$ cat src/rtl/alu_result_stage.sv
// Registered write-back stage behind the 32-bit ALU: buffers results and drains them as a
// valid/ready beat stream, splitting multiplies into low/high beats. Option: ALU_RESULT_PARITY_EN.
module alu_result_stage #(
  parameter int WIDTH = 32,
  parameter int DEPTH = 2,
  parameter int CNT_W = 16
) (
  input  logic             clk,
  input  logic             rst_n,
  input  logic             in_valid,
  output logic             in_ready,
  input  logic [3:0]       in_sel,
  input  logic [WIDTH-1:0] in_acc,
  input  logic [WIDTH-1:0] in_mulh,
  input  logic [7:0]       in_flag,
  output logic             out_valid,
  input  logic             out_ready,
  output logic [WIDTH-1:0] out_data,
  output logic [7:0]       out_flag,
  output logic             out_hi,
  output logic             out_last,
  output logic [7:0]       sticky_flag,
  input  logic             sticky_clr,
`ifdef ALU_RESULT_PARITY_EN
  output logic             out_par,
  output logic [7:0]       par_err_cnt,
`endif
  output logic [CNT_W-1:0] result_cnt
);

  localparam int PTR_W = (DEPTH > 2) ? $clog2(DEPTH) : 1;
  localparam int OCC_W = $clog2(DEPTH + 1);
  localparam logic [OCC_W-1:0] FULL_OCC = OCC_W'(DEPTH);
  localparam logic [3:0] SEL_MUL = 4'b1110;

  typedef enum logic {ST_LO, ST_HI} state_e;

  typedef struct packed {
    logic [3:0]       sel;
    logic [WIDTH-1:0] acc;
    logic [WIDTH-1:0] mulh;
    logic [7:0]       flag;
  } entry_t;

  entry_t           mem_q [DEPTH];
  logic [PTR_W-1:0] wr_ptr_q, rd_ptr_q;
  logic [OCC_W-1:0] occ_q, occ_d;
  state_e           state_q, state_d;
  logic [7:0]       sticky_q, sticky_d;
  logic [CNT_W-1:0] cnt_q;

  entry_t head;
  logic   empty, full, push, beat, pop, head_mul;

  assign empty    = (occ_q == '0);
  assign full     = (occ_q == FULL_OCC);
  assign in_ready = ~full;
  assign push     = in_valid & ~full;
  assign head     = mem_q[rd_ptr_q];
  assign head_mul = (head.sel == SEL_MUL);
  assign beat     = ~empty & out_ready;
  assign pop      = beat & ((state_q == ST_HI) | ~head_mul);

  // NOTE: every output written below gets a default first, so no latch can be inferred.
  always_comb begin
    state_d   = state_q;
    out_valid = 1'b0;
    out_data  = '0;
    out_flag  = '0;
    out_hi    = 1'b0;
    out_last  = 1'b0;
    if (!empty) begin
      out_valid = 1'b1;
      out_flag  = head.flag;
      out_hi    = (state_q == ST_HI);
      out_data  = (state_q == ST_HI) ? head.mulh : head.acc;
      out_last  = (state_q == ST_HI) | ~head_mul;
    end
    if (beat) begin
      if (state_q == ST_LO && head_mul) state_d = ST_HI;
      else                              state_d = ST_LO;
    end
  end

  always_comb begin
    occ_d = occ_q;
    if (push && !pop)      occ_d = occ_q + 1'b1;
    else if (pop && !push) occ_d = occ_q - 1'b1;
    sticky_d = (sticky_clr ? 8'h00 : sticky_q) | (push ? in_flag : 8'h00);
  end

  // NOTE: storage has no reset; every payload output is gated by occupancy, so stale
  // contents can never reach the consumer.
  always_ff @(posedge clk) begin
    if (push) mem_q[wr_ptr_q] <= '{sel: in_sel, acc: in_acc, mulh: in_mulh, flag: in_flag};
  end

  // NOTE: state registers use non-blocking assignments so all of them update from
  // the same pre-edge values.
  always_ff @(posedge clk or negedge rst_n) begin
    if (!rst_n) begin
      wr_ptr_q <= '0;
      rd_ptr_q <= '0;
      occ_q    <= '0;
      state_q  <= ST_LO;
      sticky_q <= '0;
      cnt_q    <= '0;
    end else begin
      if (push) wr_ptr_q <= PTR_W'((32'(wr_ptr_q) + 1) % DEPTH);
      if (pop) begin
        rd_ptr_q <= PTR_W'((32'(rd_ptr_q) + 1) % DEPTH);
        cnt_q    <= cnt_q + 1'b1;
      end
      occ_q    <= occ_d;
      state_q  <= state_d;
      sticky_q <= sticky_d;
    end
  end

  assign sticky_flag = sticky_q;
  assign result_cnt  = cnt_q;

`ifdef ALU_RESULT_PARITY_EN
  logic [7:0] perr_q;

  // Flag bit 7 is expected to carry the odd-parity bit of acc.
  always_ff @(posedge clk or negedge rst_n) begin
    if (!rst_n) perr_q <= '0;
    else if (push && (in_flag[7] != ~^in_acc) && (perr_q != 8'hFF)) perr_q <= perr_q + 1'b1;
  end

  assign out_par     = (^out_data) ^ out_hi;
  assign par_err_cnt = perr_q;
`endif

endmodule

$ cat config.mk
export PLATFORM = sky130hd
export DESIGN_NAME = alu_result_stage
export DESIGN_NICKNAME = d
export VERILOG_FILES = /design/src/rtl/alu_result_stage.sv
export SDC_FILE = /design/constraint.sdc
export NUM_CORES = 1
export LEC_CHECK = 0
export ABC_AREA = 1
export CORE_MARGIN = 2
export CORE_UTILIZATION = 55
export CTS_CLUSTER_SIZE = 24
export DETAILED_ROUTE_END_ITERATION = 10
export PLACE_DENSITY = 0.81
export SETUP_SLACK_MARGIN = 0.3
export SLEW_MARGIN = 20
export SYNTH_ARGS = -nofsm -noshare
export SYNTH_HDL_FRONTEND = slang
export SYNTH_SLANG_ARGS = --single-unit
$ cat constraint.sdc
create_clock -name clk -period 9.64 [get_ports clk]
set_input_delay 1.928 -clock clk [delete_from_list [all_inputs] [get_ports clk]]
set_output_delay 1.928 -clock clk [all_outputs]
set_load 0.02 [all_outputs]
==> results of run 1 <==
[cell type report]
cell class	count	area (um2)	share of cell area [%]
Clock buffer	18	429	4.52
Timing Repair Buffer	154	1540	16.2
Sequential cell	181	5290	55.7
Inverter	25	95.1	1.00
Clock inverter	14	138	1.45
Multi-Input combinational cell	398	1780	18.8
Tap cell	176	220	2.32
[layer usage]
| layer | global-route usage (%) | routed length [um] |
|---|---|---|
| met1 | 31.2 | 6710 |
| met2 | 37.1 | 7900 |
| met3 | 7.57 | 1300 |
| met4 | 8.56 | 318 |
| met5 | 0 | 0 |
[cell usage in the layout, fill, tap and decap left out, types with 2 or more instances in the layout]
master           synthesis  layout
nand2_4                  2       2
nor3_1                   2       2
ha_1                     2       2
clkinv_2                 0       6
buf_4                    1       5
nand3_1                  8       8
xnor2_1                  8       8
nand3b_1                 3       3
nand2_1                 96      96
dfrtp_1                 29      28
inv_1                   22      22
bufinv_16                0       2
clkinv_4                 0       3
nor2_4                   0       3
nand4_1                  3       3
clkdlybuf4s50_1          0     148
clkinvlp_4               0       3
clkinv_1                 1       2
edfxtp_1               152     152
a21oi_1                 44      44
o21ai_0                 78      78
nor2_1                 149     146
clkbuf_16                0      17
[worst paths after layout]
kind,start,cells after the start,endpoint
worst max-delay path,state_q,6,out_data[6]
worst min-delay path,sticky_flag[3],2,sticky_flag[3]
worst max register to register,rd_ptr_q,10,occ_q[1]
worst min register to register,sticky_flag[3],2,sticky_flag[3]
max in group asynchronous,rst_n,2,rd_ptr_q
min in group asynchronous,rst_n,2,sticky_flag[0]
[worst register-to-register path, delay by kind of cell, from the launching register on]
family                     cells  cell delay (ns)
AOI/OAI and AO/OA              2             0.25
xor gates and xnor gates       1             0.16
adders and majority gates      1             0.29
buffers and inverters          1             0.69
DFF                            1             0.36
and+or+nand+nor                5             0.87
[cells by family after synthesis]
kind of cell	Yosys count
fa+ha+maj	2
compound gates	122
flops	181
xor+xnor	9
simple gates	265
buf+inv	54
[synth_stat cells]
library cell / instances
nand2_1: 96
buf_6: 2
o21ai_0: 78
xnor2_1: 8
clkbuf_1: 12
dfrtp_1: 29
edfxtp_1: 152
buf_2: 9
nor2_1: 149
clkinv_1: 1
nand2_2: 1
nand3b_1: 3
nor3_1: 2
ha_1: 2
inv_2: 2
nor2_2: 1
buf_4: 1
buf_1: 5
nand4_1: 3
xor2_1: 1
nand2_4: 2
inv_1: 22
nand3_1: 8
a21oi_1: 44
[registers in the layout, indices dropped and copies added (netlist names)]
register,count
mem_q,152
occ_q,2
rd_ptr_q,1
result_cnt,16
state_q,1
sticky_flag,8
wr_ptr_q,1
[through the flow]
step,power (mW),cells
final,2.99,966
after global routing,3.14,966
after CTS,3.00,965
after detailed placement,2.34,933
after global placement,2.31,933
after floorplan,1.84,633
[power by group through the flow]
stage                     combinational, mW  sequential, mW  clock [mW]
after floorplan                       0.689            1.15           0
after global placement                 1.19            1.12           0
after detailed placement               1.22            1.13           0
after CTS                              1.22            1.11       0.663
after global routing                   1.32            1.13       0.693
final                                  1.22            1.11       0.656
==> impl_metrics.tcl, run 1 <==
set metrics [dict create \
    wl_um 16200 \
    power.sequential.fraction_pct 37.2 \
    synth_area_um2 7280 \
    worstPathMaxFanout 37 \
    maxSlewHeadroom_pct 30.2 \
    drc_errors 0 \
    holdBufCountCts 0 \
    p_sw_mw 1.09 \
    insertion_delay_ns 0.43 \
    area_delta_synth_final_pct 30.4 \
    slew_violations 0 \
    synth_cells 633 \
    io_buffers 148 \
    hold_class "reg2reg" \
    fin_hold_ws_ns 0.530 \
    synth_top_family_by_area "simple AND/OR/NAND/NOR gates" \
    status "finished clean" \
    p_int_mw 1.90 \
    cts_setup_buffers 0 \
    htree_levels 4 \
    ff2ff_setup_slack_ns 6.89 \
    grt_pass1_vias 5000 \
    rsz0062_at_grt "false" \
    clockRootBuffer "clkbuf_16" \
    dr.pass1.iters 5 \
    ir_drop_mv 0.301 \
    pre_cts_slack_ns 5.27 \
    vias 5177 \
    fin_crit_ns 4.67 \
    crit_path_end_kind "output port" \
    power.leakage_nw 3.45 \
    dpl-instance-area_um2 8910 \
    finalCritPeriodShare_pct 48.5 \
    p_comb_share_pct 40.9 \
    synth_compound_area_share_pct 8.38 \
    core-area_um2 13100 \
    initial_core_util_pct 55.7 \
    place_congestion 0.874 \
    critPathTopFamily "buffers and inverters" \
    cts_inserted_buffers 17 \
    utilization_pct 72.6 \
    synthXorXnorAreaFrac_pct 1.08 \
    drtIter0Drc 486 \
    ys_ff_latch 181 \
    die_w_um 119 \
    dpl.hpwl_um 9860 \
    cts.clk_slew.worst_paths_ns 0.06 \
    max_freq_mhz 214 \
    grt_antenna_before_repair 0 \
    syn_avg_cell_area_um2 11.5 \
    clock-sinks 181 \
    yosysTopAreaCellShare_pct 62.7 \
    cts_tree "done" \
    path_cells "buf_4 -> inv_2 -> nor2_1 -> o21ai_0 -> a21oi_1 -> clkdlybuf4s50_1" \
    clkPwrFrac_pct 21.9 \
    tightest_slew_ns 1.05 \
    grt_overflow 0 \
    ys_seq_area_share_pct 72.6 \
    hold_violations 0 \
    fillers 878 \
    num_antenna_cells 0 \
    gr-usage-all-layers_pct 23.6 \
    synth.area.mux_share_pct 0 \
    drv_cap 0 \
    synth-simple-area-share_pct 14.4 \
    design_area_um2 9500 \
    nNetsFinal 860 \
    grt_max_degree 78 \
    synth.distinct_cells 24 \
    slowest_stage "clkdlybuf4s50_1" \
    synthAdderAreaFrac_pct 0.344 \
    crit_buf_inv 3 \
    die_height_um 119 \
    core.rowCount 42 \
    dieArea_um2 14200 \
    cts_max_path_buffers 2 \
    grt_pass1_wl_um 25600 \
    setup.worst_path.class "reg2out" \
    crit_path_start_kind "flip-flop" \
    p_sw_share_pct 36.4 \
    drive_above_1_share_pct 5.82 \
    ant_nets 0 \
    synth_nets 716 \
    clock_skew_ns 0.00558 \
    yosysWarnings 0 \
    setup_viol 0 \
    synth.area.top_cells "edfxtp_1, dfrtp_1, nor2_1" \
    timing.final.ws_setup_ns 4.97 \
    crit_path_max_incr_delay_ns 0.64 \
    p_per_area_nw_per_um2 315 \
    yosysTopAreaCell "edfxtp_1" \
    wire_per_inst_um 16.8 \
    tns_ns 0 \
    cp.required_ns 7.71 \
    ctsResizeCount 0 \
    pin_count 149 \
    drt-vias-per-instance 5.36 \
    crit_arrival_ns 2.75 \
]
No activity file was read; power rests on OpenSTA's default activity.
==> inputs of run 2 (changes only) <==
- CORE_UTILIZATION: 55 -> 51
- PLACE_DENSITY: 0.81 -> 0.75
- clock period: 9.64 -> 4.5 ns (I/O delays scaled with it)
==> run 2 against run 1 <==
Clock-buffer cell count rose by 1. Register-to-register slack got worse by 4.9 ns. Core utilization fell by 3.8 points. Non-clock buffer count rose by 3. Worst setup slack got worse by 4.2 ns. Global-route usage fell by 1.8 points. Largest power group unchanged. Clock skew rose by 0.0028 ns. Critical endpoint is now out_data[1].
==> impl_metrics.tcl, run 2 (synthesis results as in run 1) <==
set metrics [dict create \
    grt_max_degree 75 \
    io_buffers 148 \
    htree_levels 4 \
    vias 5121 \
    place_congestion 0.813 \
    pin_count 149 \
    cts_tree "done" \
    die_height_um 124 \
    cts_inserted_buffers 17 \
    rsz0062_at_grt "false" \
    initial_core_util_pct 52.3 \
    grt_overflow 0 \
    crit_arrival_ns 2.78 \
    worstPathMaxFanout 45 \
    fin_crit_ns 3.68 \
    setup_viol 0 \
    nNetsFinal 863 \
    cts.clk_slew.worst_paths_ns 0.06 \
    hold_class "reg2reg" \
    cp.required_ns 3.60 \
    crit_path_max_incr_delay_ns 0.64 \
    holdBufCountCts 0 \
    use_met2_pct 36.6 \
    power.leakage_nw 3.49 \
    final_cell_mix "edfxtp_1, clkdlybuf4s50_1, nor2_1, nand2_1, o21ai_0" \
    crit_buf_inv 3 \
    ctsResizeCount 0 \
    p_comb_share_pct 40.6 \
    cts_max_path_buffers 2 \
    die_w_um 124 \
    dieArea_um2 15300 \
    drt-vias-per-instance 5.25 \
    slowest_stage "clkdlybuf4s50_1" \
    numPlacedInstances 940 \
    drv_cap 0 \
    core.rowCount 43 \
    cts_setup_buffers 0 \
    slew_violations 0 \
    grt_pass1_vias 5181 \
    drive_above_1_share_pct 5.55 \
    wire_per_inst_um 16.5 \
    drc_errors 0 \
    grt_pass1_wl_um 25000 \
    max_freq_mhz 271 \
    core-area_um2 13900 \
    grtUsageMet1_pct 25.9 \
    drtIter0Drc 383 \
    gr-usage-met3_pct 9.36 \
    hold_violations 0 \
    top_register "mem_q" \
    clock_skew_ns 0.00834 \
    insertion_delay_ns 0.43 \
    clkPwrFrac_pct 22.9 \
    p_per_area_nw_per_um2 680 \
    tns_ns 0 \
    p_int_mw 4.20 \
    finalCritPeriodShare_pct 81.9 \
    tightest_slew_ns 1.02 \
    clockRootBuffer "clkbuf_16" \
    path_cells "inv_2 -> buf_4 -> o21ai_0 -> a21oi_1 -> clkdlybuf4s50_1" \
    ant_nets 0 \
    grt_antenna_before_repair 1 \
    p_sw_share_pct 35.5 \
    critPathTopFamily "buffers and inverters" \
    p_sw_mw 2.31 \
    largest_reg_flops 152 \
    grt-busiest-layer "met2" \
    crit_path_end_kind "output port" \
    crit_path_start_kind "flip-flop" \
    wl_um 16100 \
    final_common_cell "edfxtp_1" \
    final_cells 975 \
    dr.pass1.iters 4 \
    setup.worst_path.class "reg2out" \
    maxSlewHeadroom_pct 31.7 \
    power.sequential.fraction_pct 36.5 \
    status "finished clean" \
    area_delta_synth_final_pct 31.5 \
    clock-sinks 181 \
    dpl.hpwl_um 10000 \
    ir_drop_mv 0.457 \
    gr-usage-all-layers_pct 21.9 \
]
## run 2: changes by cell type in the layout (fill, tap and decap cells not counted), moves of 2 or more
cell	change
clkinvlp_4	-3
clkinv_4	-2
diode_2	+2
clkinv_1	+4
clkinv_2	-3
buf_4	+2
bufinv_16	+2
## run 2: through the flow
stage	hold WS (ns)	area, um2	utilization [%]	total power, mW	setup slack, ns
after floorplan	0.467	7290	-	3.92	1.07
after global placement	0.508	8950	64.2	4.96	1.33
after detailed placement	0.523	8950	64.2	5.02	1.27
after CTS	0.536	9540	68.5	6.53	0.810
after global routing	0.554	9570	68.7	6.89	0.644
final	0.535	9580	68.7	6.51	0.816
## run 2: path summary, 6_finish.rpt
check	from	endpoint	slack, ns	cells after the start
worst max-delay path	rd_ptr_q	out_data[1]	0.82	5
worst min-delay path	sticky_flag[2]	sticky_flag[2]	0.53	2
worst max register to register	rd_ptr_q	occ_q[1]	1.98	10
worst min register to register	sticky_flag[2]	sticky_flag[2]	0.53	2
max in group asynchronous	rst_n	rd_ptr_q	2.77	1
min in group asynchronous	rst_n	sticky_flag[1]	1.04	1
## run 2: tightest hold or removal path: stages, from the launching register on
cell,delay [ns]
dfrtp_1,0.38
inv_1,0.05
o21ai_0,0.06
## run 2: per-layer routing
layer  share of wire [%]  vias to the layer above  wire (um)
li1                    -                     2469          -
met1                  40                     2453       6500
met2                  49                      182       7860
met3                 9.5                       17       1530
met4                 1.0                        0        165
met5                   0                        -          0
## run 2: final cells by class
class / instances / area (um2)
clock buffer: 19 / 433
sequential: 181 / 5290
tap: 180 / 225
fill: 992 / 4360
timing repair buffer: 157 / 1580
inverter: 25 / 93.8
clock inverter: 13 / 163
antenna: 2 / 5.00
multi-input combinational: 398 / 1780
## run 2: power groups by stage
stage / clock (mW) / sequential, mW / combinational (mW)
2_1_floorplan: 0 / 2.44 / 1.48
3_3_place_gp: 0 / 2.39 / 2.56
3_5_place_dp: 0 / 2.40 / 2.62
4_1_cts: 1.52 / 2.37 / 2.64
5_1_grt: 1.59 / 2.41 / 2.89
6_report: 1.49 / 2.37 / 2.64
==> inputs of run 3 (changes only) <==
- CORE_UTILIZATION: 51 -> 46
- PLACE_DENSITY: 0.75 -> 0.72
- clock period: 4.5 -> 2.95 ns (I/O delays scaled with it)
==> run 3 against run 2 <==
Final area up 1.5%. Critical endpoint is now out_data[7]. Clock power up 49%. Cell count up 3.7%. Flip-flop and latch count unchanged. Worst hold slack worse by 0.0055 ns. Worst setup slack worse by 0.43 ns. Power up 51%. First-iteration DRC count up 25%. Sequential share of layout area down 0.80 points. Register-to-register slack worse by 1.1 ns. Combinational power up 50%. Global-route usage down 1.9 points.
==> impl_metrics.tcl, run 3 (synthesis results as in run 1) <==
set metrics [dict create \
    drive_above_1_share_pct 7.13 \
    drv_cap 0 \
    finalCritPeriodShare_pct 86.8 \
    final_common_cell "edfxtp_1" \
    worstPathMaxFanout 24 \
    ant_nets 0 \
    largest_reg_flops 152 \
    clockRootBuffer "clkbuf_16" \
    p_int_mw 6.16 \
    ir_drop_mv 0.565 \
    grt_pass1_vias 4964 \
    rsz0062_at_grt "true" \
    p_sw_mw 3.65 \
    insertion_delay_ns 0.43 \
    gr-usage-all-layers_pct 19.9 \
    power_mw 9.81 \
    slew_violations 0 \
    setup.worst_path.class "reg2out" \
    cts_tree "done" \
    grt_max_degree 51 \
    clkPwrFrac_pct 22.6 \
    cts_inserted_buffers 17 \
    power.leakage_nw 3.70 \
    power.sequential.fraction_pct 37.2 \
    timing.final.ws_setup_ns 0.390 \
    nNetsFinal 869 \
    grt_antenna_before_repair 1 \
    maxSlewHeadroom_pct 74.2 \
    io_buffers 148 \
    tns_ns 0 \
    p_per_area_nw_per_um2 1010 \
    drt-vias-per-instance 5.06 \
    die_w_um 130 \
    crit_path_start_kind "flip-flop" \
    vias 5117 \
    fin_crit_ns 2.56 \
    cts.clk_slew.worst_paths_ns 0.07 \
    grt_pass1_wl_um 25300 \
    holdBufCountCts 0 \
    crit_arrival_ns 1.97 \
    drtIter0Drc 479 \
    top_register "mem_q" \
    core.rowCount 45 \
    hold_class "reg2reg" \
    setup_viol 0 \
    clock_skew_ns 0.00991 \
    utilization_pct 63.4 \
    final_cell_mix "edfxtp_1, nor2_1, clkdlybuf4s50_1, nand2_1, o21ai_0" \
    status "finished clean" \
    initial_core_util_pct 47.6 \
    place_congestion 0.846 \
    grt_overflow 0 \
    cts_max_path_buffers 2 \
    crit_path_end_kind "output port" \
    p_comb_share_pct 40.2 \
    dpl.hpwl_um 10500 \
    core-area_um2 15300 \
    pin_count 149 \
    tightest_slew_ns 0.386 \
    drc_errors 0 \
    die_height_um 130 \
    pre_cts_slack_ns 0.397 \
    cp.required_ns 2.36 \
    fillers 1191 \
    wire_per_inst_um 16.4 \
    max_freq_mhz 391 \
    p_sw_share_pct 37.2 \
    cts_setup_buffers 0 \
    dieArea_um2 16900 \
    clock-sinks 181 \
    hold_violations 0 \
    dr.pass1.iters 5 \
    area_delta_synth_final_pct 33.4 \
    wl_um 16500 \
    htree_levels 4 \
]
-- run 3: cell count changes in the layout (fill, tap and decap cells not counted), sizes merged --
cell and delta:
diode -1, dlymetal6s2s +5, clkdlybuf4s50 -41, inv +8
clkdlybuf4s15 +2, clkinv -5, dlygate4sd2 +34, buf +5
clkbuf +1, bufinv -3
-- run 3: worst paths after layout --
| check | start | endpoint | slack [ns] | cells past startpoint |
|---|---|---|---|---|
| max | rd_ptr_q | out_data[7] | 0.39 | 6 |
| min | sticky_flag[7] | sticky_flag[7] | 0.53 | 2 |
| max reg2reg | rd_ptr_q | occ_q[1] | 0.84 | 10 |
| min reg2reg | sticky_flag[7] | sticky_flag[7] | 0.53 | 2 |
| max in group asynchronous | rst_n | rd_ptr_q | 2.09 | 2 |
| min in group asynchronous | rst_n | sticky_flag[1] | 0.55 | 2 |
-- run 3: critical path, cell delays in order (launching register included) --
cell and delay (ns):
dfrtp_2 0.49, buf_8 0.24, nor2_1 0.07, nor2_1 0.07, o21ai_0 0.09, a21oi_1 0.22, dlygate4sd2_1 0.36
-- run 3: timing repair --
action	in CTS	in global routing
resized for setup	41	9
gates cloned	0	1
setup endpoints to repair	41	7
-- run 3: power groups by stage --
| stage | Sequential (mW) | Clock [mW] | Combinational [mW] |
|---|---|---|---|
| finish | 3.64 | 2.22 | 3.95 |
| global route | 3.69 | 2.37 | 4.29 |
| CTS | 3.63 | 2.25 | 3.94 |
| detailed placement | 3.67 | 0 | 4.18 |
| global placement | 3.65 | 0 | 4.12 |
| floorplan | 3.72 | 0 | 2.26 |
-- run 3: layout make-up --
type	count	area, um2	area share (%)
clock buffer	19	475	4.89
clock inverter	13	113	1.16
multi-input combinational	398	1780	18.3
tap	211	264	2.72
sequential	181	5290	54.5
inverter	25	98.8	1.02
timing repair buffer	163	1690	17.4
antenna	1	2.50	0.0258
-- run 3: per-layer routing --
metal	up-vias	share of wire (%)	global-route usage [%]
met3	24	7.9	5.66
li1	2477	-	-
met2	191	49	32.6
met4	0	1.4	6.64
met5	-	0	0
met1	2425	42	25.9
-- run 3: stage by stage --
step / instances / cell area, um2 / hold WS [ns]
final: 1011 / 9720 / 0.529
after global routing: 1010 / 9710 / 0.567
after CTS: 1009 / 9670 / 0.532
after detailed placement: 977 / 9110 / 0.519
after global placement: 977 / 9110 / 0.511
after floorplan: 633 / 7290 / 0.294
